### src/rtl/control_unit_if.sv
// control_unit_if: bus between the program-memory/PC/IR stage and the
// instruction-sequencing controller. The controller side uses the master
// modport (consumes IR, drives the stage controls and the result port);
// the upstream stage or an observer uses the slave modport.
interface control_unit_if #(
    parameter int INSTRUCTION_LEN = 10,
    parameter int DATA_LEN        = 7
);
    logic [INSTRUCTION_LEN:0] IR;
    logic                     IRload;
    logic                     PClocd;
    logic                     Jmux;
    logic [DATA_LEN-1:0]      Dout;
    logic                     OutValid;
    logic                     Halted;

    modport master (
        input  IR,
        output IRload, PClocd, Jmux, Dout, OutValid, Halted
    );

    modport slave (
        output IR,
        input  IRload, PClocd, Jmux, Dout, OutValid, Halted
    );
endinterface

### src/rtl/control_unit.sv
// control_unit: three-cycle (WAIT, FETCH, EXEC) instruction sequencer with
// an accumulator datapath. Drives IRload/PClocd/Jmux of the upstream
// PC/IR stage combinationally from state and IR, and presents OUT results
// on a registered Dout with a one-cycle OutValid pulse.
// Optional feature macro: CU_SINGLE_STEP_EN adds the Step input and a
// PAUSE state entered after every non-HALT EXEC.
module control_unit #(
    parameter int ADDR_LEN        = 4,
    parameter int INSTRUCTION_LEN = 10,
    parameter int DATA_LEN        = 7
) (
    input  logic           Clock,
    input  logic           Reset,
    input  logic           Start,
`ifdef CU_SINGLE_STEP_EN
    input  logic           Step,
`endif
    control_unit_if.master bus
);

    // Immediate must fit below the opcode and a jump target inside the immediate.
    if (DATA_LEN > INSTRUCTION_LEN - 3 || ADDR_LEN > DATA_LEN) begin : g_param_check
        $error("control_unit: illegal ADDR_LEN/DATA_LEN/INSTRUCTION_LEN combination");
    end

`ifdef CU_SINGLE_STEP_EN
    typedef enum logic [2:0] {
        S_INIT, S_WAIT, S_FETCH, S_EXEC, S_HALT, S_PAUSE
    } state_t;
`else
    typedef enum logic [2:0] {
        S_INIT, S_WAIT, S_FETCH, S_EXEC, S_HALT
    } state_t;
`endif

    typedef enum logic [2:0] {
        OP_NOP  = 3'b000,
        OP_LDI  = 3'b001,
        OP_ADD  = 3'b010,
        OP_SUB  = 3'b011,
        OP_JMP  = 3'b100,
        OP_JZ   = 3'b101,
        OP_OUT  = 3'b110,
        OP_HALT = 3'b111
    } opcode_t;

    state_t              state_q;
    logic [DATA_LEN-1:0] acc_q;
    logic [DATA_LEN-1:0] acc_d;
    logic [DATA_LEN-1:0] dout_q;
    logic                out_valid_q;
    logic                halted_q;

    opcode_t             opcode;
    logic [DATA_LEN-1:0] imm;
    logic                jump_taken;
    logic                ir_load;
    logic                pc_load;
    logic                jmux;

    // The stored-instruction MSB carries no meaning for this block.
    logic unused_ir_msb;
    assign unused_ir_msb = bus.IR[INSTRUCTION_LEN];

    // Decode the current instruction and compute the accumulator result.
    always_comb begin
        // NOTE: every signal written here gets a default first, so no path leaves it unassigned and no latch is inferred.
        opcode     = opcode_t'(bus.IR[INSTRUCTION_LEN-1 -: 3]);
        imm        = bus.IR[DATA_LEN-1:0];
        jump_taken = (opcode == OP_JMP) || ((opcode == OP_JZ) && (acc_q == '0));
        acc_d      = acc_q;
        case (opcode)
            OP_LDI:  acc_d = imm;
            OP_ADD:  acc_d = acc_q + imm;
            OP_SUB:  acc_d = acc_q - imm;
            default: acc_d = acc_q;
        endcase
    end

    // Upstream stage controls: decoded from state and IR, overridden while Reset is high.
    always_comb begin
        ir_load = 1'b0;
        pc_load = 1'b0;
        jmux    = 1'b1;
        if (!Reset) begin
            case (state_q)
                S_FETCH: begin
                    ir_load = 1'b1;
                    pc_load = 1'b1;
                end
                S_EXEC: begin
                    if (jump_taken) begin
                        pc_load = 1'b1;
                        jmux    = 1'b0;
                    end
                end
                default: ;
            endcase
        end
    end

    // Sequencer, accumulator and registered result port.
    always_ff @(posedge Clock) begin
        // NOTE: Reset is synchronous and active-high, so it is tested inside the clocked block rather than in the sensitivity list.
        if (Reset) begin
            // NOTE: non-blocking assignments for all state so every register samples pre-edge values.
            state_q     <= S_INIT;
            acc_q       <= '0;
            dout_q      <= '0;
            out_valid_q <= 1'b0;
            halted_q    <= 1'b0;
        end else begin
            out_valid_q <= 1'b0;
            case (state_q)
                S_INIT: begin
                    if (Start) begin
                        state_q <= S_WAIT;
                    end
                end
                S_WAIT: begin
                    state_q <= S_FETCH;
                end
                S_FETCH: begin
                    state_q <= S_EXEC;
                end
                S_EXEC: begin
                    acc_q <= acc_d;
                    if (opcode == OP_OUT) begin
                        dout_q      <= acc_q;
                        out_valid_q <= 1'b1;
                    end
                    if (opcode == OP_HALT) begin
                        state_q  <= S_HALT;
                        halted_q <= 1'b1;
                    end else begin
`ifdef CU_SINGLE_STEP_EN
                        state_q <= S_PAUSE;
`else
                        state_q <= S_WAIT;
`endif
                    end
                end
                S_HALT: begin
                    state_q <= S_HALT;
                end
`ifdef CU_SINGLE_STEP_EN
                S_PAUSE: begin
                    if (Step) begin
                        state_q <= S_WAIT;
                    end
                end
`endif
                default: begin
                    state_q <= S_INIT;
                end
            endcase
        end
    end

    assign bus.IRload   = ir_load;
    assign bus.PClocd   = pc_load;
    assign bus.Jmux     = jmux;
    assign bus.Dout     = dout_q;
    assign bus.OutValid = out_valid_q;
    assign bus.Halted   = halted_q;

endmodule

### src/flat_wrapper.sv
// flat-port wrapper written by rule: the top's interface ports become plain ports
module control_unit_flat 
#(
    parameter int ADDR_LEN        = 4,
    parameter int INSTRUCTION_LEN = 10,
    parameter int DATA_LEN        = 7
)
  (Clock, Reset, Start, bus_IR, bus_IRload, bus_PClocd, bus_Jmux, bus_Dout, bus_OutValid, bus_Halted);
  control_unit_if #(.INSTRUCTION_LEN(INSTRUCTION_LEN), .DATA_LEN(DATA_LEN)) bus_i ();
  input  logic Clock;
  input  logic Reset;
  input  logic Start;
  input wire logic [$bits(bus_i.IR)-1:0] bus_IR;
  output wire logic [$bits(bus_i.IRload)-1:0] bus_IRload;
  output wire logic [$bits(bus_i.PClocd)-1:0] bus_PClocd;
  output wire logic [$bits(bus_i.Jmux)-1:0] bus_Jmux;
  output wire logic [$bits(bus_i.Dout)-1:0] bus_Dout;
  output wire logic [$bits(bus_i.OutValid)-1:0] bus_OutValid;
  output wire logic [$bits(bus_i.Halted)-1:0] bus_Halted;
  assign bus_i.IR = bus_IR;
  assign bus_IRload = bus_i.IRload;
  assign bus_PClocd = bus_i.PClocd;
  assign bus_Jmux = bus_i.Jmux;
  assign bus_Dout = bus_i.Dout;
  assign bus_OutValid = bus_i.OutValid;
  assign bus_Halted = bus_i.Halted;
  control_unit #(.ADDR_LEN(ADDR_LEN), .INSTRUCTION_LEN(INSTRUCTION_LEN), .DATA_LEN(DATA_LEN)) u_core (.Clock(Clock), .Reset(Reset), .Start(Start), .bus(bus_i));
endmodule
### config.mk
export PLATFORM = sky130hd
export DESIGN_NAME = control_unit_flat
export DESIGN_NICKNAME = d
export VERILOG_FILES = /design/src/rtl/control_unit_if.sv /design/src/rtl/control_unit.sv /design/src/flat_wrapper.sv
export SDC_FILE = /design/constraint.sdc
export NUM_CORES = 1
export LEC_CHECK = 0
export ABC_AREA = 0
export BUFFER_PORTS_ARGS = -buffer_cell sky130_fd_sc_hd__buf_2
export CORE_UTILIZATION = 40
export DETAILED_ROUTE_END_ITERATION = 16
export PLACE_DENSITY = 0.59
export SKIP_LAST_GASP = 1
export SYNTH_ARGS = -nofsm -noshare
export SYNTH_HDL_FRONTEND = slang
export SYNTH_SLANG_ARGS = --single-unit
### constraint.sdc
create_clock -name Clock -period 3.12 [get_ports Clock]
set_input_delay 0.312 -clock Clock [delete_from_list [all_inputs] [get_ports Clock]]
set_output_delay 0.312 -clock Clock [all_outputs]
set_load 0.02 [all_outputs]
==> impl_metrics.tcl, run 1 <==
set metrics [dict create \
    stdcell_area_um2 1380 \
    routed_wl_um 2590 \
    cts.sinks 19 \
    grt_usage_pct 18.3 \
    first_pass_iters 10 \
    grt.overflow.total 0 \
    finalMaxSlewViolations 0 \
    synthFlopType "dfxtp_1" \
    hold_ws_ns 0.284 \
    cp.arrival_ns 1.99 \
    synthCells 143 \
    hold_violations 0 \
    tightest_slew_ns 0.440 \
    holdCritPathClass "in -> reg" \
    syn_to_final_growth_pct 12.1 \
    max_freq_ghz 0.435 \
    cts_tree "yes" \
    die_y_um 57.5 \
    clock_path_buffers 2 \
    cts-resized-gates 0 \
    criticalPathCategory "reg -> out" \
    antenna_found_initial 0 \
    clk_pin_slew_ns 0.11 \
    grt_max_degree 24 \
    placed_cell_area_um2 1350 \
    fill_cells 294 \
    path_cells "or4_1, o41ai_1, nand2_1, or2_1, buf_2" \
    hpwlAfterDp_um 2000 \
    nNetsFinal 187 \
    synthesis.area_um2 1230 \
    period_share_pct 73.7 \
    p_per_area_nw_per_um2 372 \
    grt_setup_unrepaired "false" \
    synth_cell_type_count 41 \
    critPathRequiredTime_ns 2.81 \
    clk_latency_ns 0.30 \
    period_needed_ns 2.30 \
    hold_buffers 0 \
    antenna_cells 0 \
    port_buffers 24 \
    drive_gt1_share_pct 20.1 \
    max_cap_violations 0 \
    cpPeakStageDelay_ns 0.56 \
    cp_slowest_cell "or4_1" \
    placed_cells 191 \
    cts_buffers 3 \
    htree_levels 1 \
    die_w_um 57.5 \
    synth-edff-count 0 \
    setup_tns_ns 0 \
    place_ws_ns 0.543 \
    ios 26 \
    total_power_mw 0.514 \
    finalSetupViolations 0 \
    crit_fanout 5 \
    synth_nets 165 \
    drcViolationCount 3 \
    ys_warn_count 0 \
    coreArea_um2 2830 \
    drt_iter0_markers 34 \
    slew-limit-headroom_pct 70.5 \
    outcome "complete, but fails checks" \
    peakVddDrop_v 0.000259 \
    grt_pass1_wl_um 4740 \
    antenna_left 0 \
    violations "design-rule violations" \
    final_util_pct 48.8 \
    finalNonFillerCells 195 \
    vias 1063 \
    crit_path_start_kind "register" \
    crit_path_end_kind "output pin" \
    fin_worst_skew_ns 0.00315 \
    wl_per_cell_um 13.3 \
    yosysSeqAreaShare_pct 30.9 \
    postCtsSetupBuffers 0 \
    finalWorstSetupSlack_ns 0.820 \
    grt_pass1_vias 1066 \
    die-area_um2 3300 \
    async_flop_share_pct 0 \
    synth_seq_cells 19 \
    via_per_inst 5.45 \
    p_leak_nw 0.590 \
    initial_utilization_pct 43.5 \
    postSynthAreaPerCell_um2 8.61 \
    gp_congestion 0.833 \
    num_rows 19 \
    cts_root_buf "clkbuf_4" \
]
## per-layer routing
layer / GRT usage (%) / up-vias / wire, um
met2: 29.9 / 18 / 1180
met3: 5.22 / 2 / 106
met5: 0 / - / 0
met1: 24.1 / 488 / 1290
met4: 3.83 / 0 / 10
li1: - / 555 / -
## state kept, by name, indices dropped and copies added (netlist names)
| register | count |
|---|---|
| u_core.bus.OutValid | 1 |
| u_core.acc_q | 7 |
| u_core.state_q | 3 |
| u_core.bus.Dout | 7 |
| u_core.bus.Halted | 1 |
## cell usage after synthesis (2+ instances only)
cell,count,share of area (%)
a21o_1,2,1.2
nor3b_1,2,1.2
o221ai_1,5,3.6
nor3_1,4,1.6
ha_1,7,7.1
a21oi_1,16,6.5
or3_1,3,1.5
or2_1,2,1.0
inv_1,6,1.8
o21ai_0,2,0.81
buf_2,2,0.81
xnor2_1,9,6.4
clkbuf_1,2,0.61
dfxtp_1,19,31
mux2i_1,9,7.3
nand2_1,11,3.4
nor2_1,18,5.5
## where the power goes
group	total [mW]	leakage [nW]	switching, mW	internal [mW]
sequential	0.264	0.154	0.0144	0.250
combinational	0.119	0.422	0.0660	0.0525
clock	0.131	0.0139	0.0821	0.0488
## path summary, 6_finish.rpt
check / endpoint / slack, ns / from / depth (start not counted)
min reg2reg: u_core.bus.Halted / 0.45 / u_core.bus.Halted / 2
max: bus_Jmux / 0.82 / u_core.acc_q[5] / 5
max reg2reg: u_core.acc_q[6] / 1.12 / u_core.acc_q[0] / 9
min: u_core.bus.OutValid / 0.28 / bus_IR[7] / 2
## kinds of logic after synthesis
group,after synthesis,share of synthesized area [%]
compound gates,33,18.3
mux,9,7.32
fa+ha+maj,8,8.74
flops,19,30.9
buf+inv,13,5.08
simple gates,51,22.6
xor+xnor,10,7.11
## placed cells by master, fill, tap and decap left out, drive strengths merged, types with 2 or more instances in the layout
cell type   n
nand3b      2
a221oi      2
dfxtp      19
nor3        6
ha          7
clkbuf      3
mux2i       9
buf        24
o221ai      5
nand2      11
or2         2
or3         3
o41ai       2
inv         6
nor3b       2
o21ai       3
a21oi      16
a21o        2
nor2       18
xnor2       9
## layout make-up
cell class                 instances  area (um^2)  area share (%)
timing repair buffer              24          120            8.70
sequential                        19          380            27.6
clock inverter                     1         7.51           0.544
clock buffer                       3         22.5            1.63
inverter                           6         22.5            1.63
tap                               31         38.8            2.81
multi-input combinational        111          788            57.1
## critical path, delay by kind of cell, from the launching register on
kind / cells / cell delay (ns)
compound gates: 1 / 0.26
buf+inv: 1 / 0.16
flops: 1 / 0.39
simple gates: 3 / 0.88
Power figures use the tool's default switching activity.
==> inputs of run 2 (changes only) <==
--- a/config.mk
+++ b/config.mk
@@ -9,7 +9,7 @@
 export BUFFER_PORTS_ARGS = -buffer_cell sky130_fd_sc_hd__buf_2
 export CORE_UTILIZATION = 40
 export DETAILED_ROUTE_END_ITERATION = 16
-export PLACE_DENSITY = 0.59
+export PLACE_DENSITY = 0.61
 export SKIP_LAST_GASP = 1
 export SYNTH_ARGS = -nofsm -noshare
 export SYNTH_HDL_FRONTEND = slang
==> constraint.sdc (replaced) <==
create_clock -name Clock -period 2 [get_ports Clock]
set_input_delay 0.2 -clock Clock [delete_from_list [all_inputs] [get_ports Clock]]
set_output_delay 0.2 -clock Clock [all_outputs]
set_load 0.02 [all_outputs]
==> impl_metrics.tcl, run 2 (same netlist as run 1, synthesis figures left out) <==
set metrics [dict create \
    critPathRequiredTime_ns 1.80 \
    holdCritStartpoint "bus_IR[7]" \
    cp_slowest_cell "or4_4" \
    initial_utilization_pct 43.5 \
    placed_cells 203 \
    routed_wl_um 2930 \
    multi_input_area_um2 832 \
    path_cells "or4_4, o41ai_2, nand2_1, or2_1, buf_6" \
    peakVddDrop_v 0.000317 \
    antenna_left 0 \
    p_per_area_nw_per_um2 545 \
    criticalPathCategory "reg -> out" \
    clock_path_buffers 2 \
    num_rows 19 \
    max_cap_violations 0 \
    outcome "complete, but fails checks" \
    period_share_pct 103 \
    tightest_slew_ns 0.470 \
    nNetsFinal 203 \
    crit_path_end_kind "output pin" \
    crit_fanout 4 \
    first_pass_iters 10 \
    grt_pass1_vias 1117 \
    layout_commonest_cell "buf_2" \
    fill_cells 257 \
    cts_buffers 3 \
    port_buffers 24 \
    cts.sinks 19 \
    vias 1158 \
    die-area_um2 3300 \
    min_to "u_core.bus.OutValid" \
    reg2regPathDepth 10 \
    critPathBufInv 1 \
    hold_path_depth 3 \
    antenna_found_initial 0 \
    violations "design-rule violations, negative setup slack" \
    grt_usage_pct 18.5 \
    clk_pin_slew_ns 0.12 \
    cts_tree "yes" \
    finalSetupViolations 2 \
    ios 26 \
    cpPeakStageDelay_ns 0.48 \
    seq_area_um2 387 \
    critical_path.top_delay_family "simple AND/OR/NAND/NOR gates" \
    hpwlAfterDp_um 2090 \
    max_freq_ghz 0.483 \
    finalMaxSlewViolations 0 \
    hold_violations 0 \
    grt_max_degree 24 \
    antenna_cells 0 \
    crit_path_start_kind "register" \
    fin_worst_skew_ns 0.00797 \
    grt_setup_unrepaired "true" \
    period_needed_ns 2.07 \
    coreArea_um2 2830 \
    htree_levels 1 \
    syn_to_final_growth_pct 26.8 \
    drive_gt1_share_pct 34.4 \
    slew-limit-headroom_pct 68.6 \
    clk_latency_ns 0.31 \
    finalWorstSetupSlack_ns -0.0686 \
    die_w_um 57.5 \
    setup_tns_ns -0.0730 \
    finalNonFillerCells 211 \
    wl_per_cell_um 13.9 \
    timing.rr.end "u_core.acc_q[6]" \
    drcViolationCount 1 \
    hold_buffers 0 \
    cts_root_buf "clkbuf_4" \
    layout_common_cells "buf_2, nor2_1, buf_4" \
    r2r-start "u_core.acc_q[0]" \
    drt_iter0_markers 9 \
    grt.overflow.total 0 \
    via_per_inst 5.49 \
    grt_pass1_wl_um 4800 \
    cp.arrival_ns 1.87 \
    holdCritPathClass "in -> reg" \
    gp_congestion 0.857 \
    p_leak_nw 0.685 \
    ff2ff_setup_slack_ns 0 \
    die_y_um 57.5 \
]
[run 2: cell count changes in the layout (fill, tap and decap cells not counted), sizes merged]
cell,delta
buf,+16
[run 2: repair_timing]
item                                   in CTS  in global routing
gates resized for setup                     6                 13
setup endpoints to repair                   2                  5
endpoints found under the hold margin       0                  0
buffers inserted                            1                  4
pin swaps                                   5                 10
[run 2: power by group]
part	leakage [nW]	switching, mW	internal [mW]
combinational	0.516	0.119	0.114
clock	0.0139	0.131	0.0764
sequential	0.155	0.0215	0.389
total	0.685	0.272	0.579
[run 2: area by class of cell]
type,count,share of cell area (%)
timing repair buffer,40,15.9
inverter,6,1.60
sequential,19,24.8
multi-input combinational,111,53.3
clock buffer,3,1.44
clock inverter,1,0.481
tap,31,2.48
[run 2: worst max path at each step]
stage / startpoint / to / slack [ns] / depth (start not counted)
detailed placement: bus_IR[0] / u_core.acc_q[5] / -0.24 / 11
floorplan: bus_IR[9] / u_core.acc_q[3] / 0.01 / 9
finish: u_core.acc_q[1] / bus_Jmux / -0.07 / 5
global route: u_core.acc_q[5] / bus_Jmux / -0.15 / 5
global placement: bus_IR[0] / u_core.acc_q[5] / -0.29 / 11
CTS: u_core.acc_q[0] / bus_Jmux / -0.16 / 5
[run 2: through the flow]
step	instance area [um^2]	worst slack [ns]	total power, mW	utilization [%]	hold WS [ns]
after floorplan	1230	0.0132	0.560	-	0.279
after global placement	1440	-0.295	0.622	50.9	0.434
after detailed placement	1440	-0.238	0.623	50.9	0.442
after CTS	1490	-0.157	0.838	52.7	0.214
after global routing	1560	-0.149	0.906	55.2	0.226
final	1560	-0.0686	0.851	55.2	0.219
[run 2: worst reg2reg max path, delay by kind of cell, from the launching register on]
kind                     cells  cell delay, ns
XOR/XNOR                     1            0.10
buffers and inverters        3            0.23
adder cells (fa/ha/maj)      2            0.54
AO/OA/AOI/OAI                4            0.70
flip-flops                   1            0.34
[run 2: routing by layer]
metal,share of wire [%],wire [um],up-vias,track usage (%)
li1,-,-,586,-
met1,47,1370,549,25.0
met4,0.48,14,0,3.14
met2,50,1460,21,30.7
met3,3.3,98,2,4.08
met5,0,0,-,0
==> inputs of run 3 (changes only) <==
--- a/config.mk
+++ b/config.mk
@@ -9,7 +9,7 @@
 export BUFFER_PORTS_ARGS = -buffer_cell sky130_fd_sc_hd__buf_2
 export CORE_UTILIZATION = 40
 export DETAILED_ROUTE_END_ITERATION = 16
-export PLACE_DENSITY = 0.61
+export RECOVER_POWER = 25
 export SKIP_LAST_GASP = 1
 export SYNTH_ARGS = -nofsm -noshare
 export SYNTH_HDL_FRONTEND = slang
==> impl_metrics.tcl, run 3 (same netlist as run 1, synthesis figures left out) <==
set metrics [dict create \
    outcome "complete, but fails checks" \
    violations "design-rule violations, negative setup slack" \
    ff2ff_setup_slack_ns 0.14 \
    period_needed_ns 2.06 \
    timing.rr.end "u_core.acc_q[6]" \
    critPathLaunch "u_core.acc_q[0]" \
    crit_path_start_kind "register" \
    nNetsFinal 202 \
    clock_path_buffers 2 \
    met2_length_um 1380 \
    finalMaxSlewViolations 0 \
    peakVddDrop_v 0.000403 \
    finalWorstSetupSlack_ns -0.0626 \
    route.met3.wl_um 107 \
    tightest_slew_ns 0.491 \
    wl_per_cell_um 13.7 \
    reg2regPathDepth 9 \
    grt.overflow.total 0 \
    cts_tree "yes" \
    first_pass_iters 10 \
    antenna_left 0 \
    holdCritStartpoint "bus_IR[7]" \
    path_cells "or4_4, o41ai_2, nand2_1, or2_1, buf_2" \
    layout_commonest_cell "buf_2" \
    drt_iter0_markers 26 \
    routed_wl_um 2870 \
    num_rows 19 \
    cpPeakStageDelay_ns 0.50 \
    drcViolationCount 2 \
    fill_cells 279 \
    grt_usage_pct 19.3 \
    hpwlAfterDp_um 2080 \
    finalNonFillerCells 210 \
    grt_max_degree 24 \
    top_layer_used "met4" \
    cts_root_buf "clkbuf_4" \
    max_freq_ghz 0.485 \
    crit_fanout 3 \
    die_y_um 57.5 \
    cp.arrival_ns 1.86 \
    htree_levels 1 \
    r2r-start "u_core.acc_q[0]" \
    stdcell_area_um2 1530 \
    via_per_inst 5.44 \
    final_util_pct 54.0 \
    cp_slowest_cell "or4_4" \
    critPathRequiredTime_ns 1.80 \
    criticalPathCategory "reg -> out" \
    grt_pass1_vias 1072 \
    hold_violations 0 \
    hold_path_depth 3 \
    finalSetupViolations 1 \
    clk_latency_ns 0.30 \
    max_cap_violations 0 \
    grt_setup_unrepaired "true" \
    antenna_cells 0 \
    p_leak_nw 0.656 \
    p_per_area_nw_per_um2 548 \
    drive_gt1_share_pct 29.6 \
    clk_pin_slew_ns 0.12 \
    crit_path_end_kind "output pin" \
    critPathBufInv 1 \
    die_w_um 57.5 \
    cp.depth 5 \
    holdCritPathClass "in -> reg" \
    cts_buffers 3 \
    antenna_found_initial 0 \
    port_buffers 24 \
    die-area_um2 3300 \
    total_power_mw 0.837 \
    syn_to_final_growth_pct 24.0 \
    vias 1143 \
    wl_met1_um 1360 \
    place_ws_ns -0.277 \
    grt_pass1_wl_um 4830 \
    ios 26 \
    critical_path.top_delay_family "simple AND/OR/NAND/NOR gates" \
    cts.sinks 19 \
    gp_congestion 0.838 \
    min_to "u_core.bus.OutValid" \
    placed_cell_area_um2 1450 \
    layout_common_cells "buf_2, nor2_1, dfxtp_1" \
    initial_utilization_pct 43.5 \
    placed_cells 204 \
    coreArea_um2 2830 \
    fin_worst_skew_ns 0.00888 \
    slew-limit-headroom_pct 67.1 \
    period_share_pct 103 \
]
==> run 3: cell types whose count changed in the layout (fill, tap and decap cells not counted) <==
cell	before	now
inv_1	4	6
buf_2	22	19
dfxtp_1	16	17
ha_4	1	0
inv_4	1	0
inv_2	1	0
dfxtp_2	2	1
buf_4	17	16
buf_6	1	0
clkbuf_1	0	4
ha_1	6	7
==> run 3: cell type report <==
type / count / area [um^2] / area share [%]
clock inverters: 1 / 7.51 / 0.492
clock buffers: 3 / 22.5 / 1.48
multi-input cells: 111 / 820 / 53.7
repair buffers: 39 / 230 / 15.1
flip-flops and latches: 19 / 385 / 25.2
well taps: 31 / 38.8 / 2.54
inverters: 6 / 22.5 / 1.48
==> run 3: layer usage <==
layer,vias up,GRT usage (%)
li1,588,-
met4,0,4.88
met1,525,24.8
met3,4,4.76
met2,26,32.2
met5,-,0
==> run 3: metrics by stage <==
| stage | hold slack (ns) | setup TNS (ns) |
|---|---|---|
| global placement | 0.433 | -0.641 |
| finish | 0.220 | -0.0626 |
| detailed placement | 0.443 | -0.798 |
| floorplan | 0.279 | 0 |
| global route | 0.216 | -0.353 |
| CTS | 0.210 | -0.0639 |
==> run 3: worst reg2reg max path: stages (launching register included) <==
cell and delay (ns):
dfxtp_2 0.35, inv_1 0.05, ha_1 0.15, inv_1 0.05, fa_2 0.37, a211oi_2 0.21
o21bai_1 0.10, a21oi_1 0.16, xnor2_1 0.10, a221oi_2 0.22
==> run 3: repair_timing <==
item,4_1_cts,5_1_grt
pin swaps,2,2
hold buffers,0,0
gates resized for setup,6,5
endpoints found under the setup margin,3,4
buffers inserted,2,0
==> run 3: power by group <==
group | total [mW] | switching (mW) | internal (mW)
clock network | 0.202 | 0.126 | 0.0762
registers | 0.411 | 0.0221 | 0.389
logic | 0.224 | 0.115 | 0.109
total | 0.837 | 0.263 | 0.574
==> run 3: worst max path at each step <==
stage / endpoint / slack, ns
floorplan: u_core.acc_q[3] / 0.01
global placement: u_core.acc_q[5] / -0.27
detailed placement: u_core.acc_q[5] / -0.28
CTS: bus_Jmux / -0.06
global route: bus_Jmux / -0.19
finish: bus_Jmux / -0.06
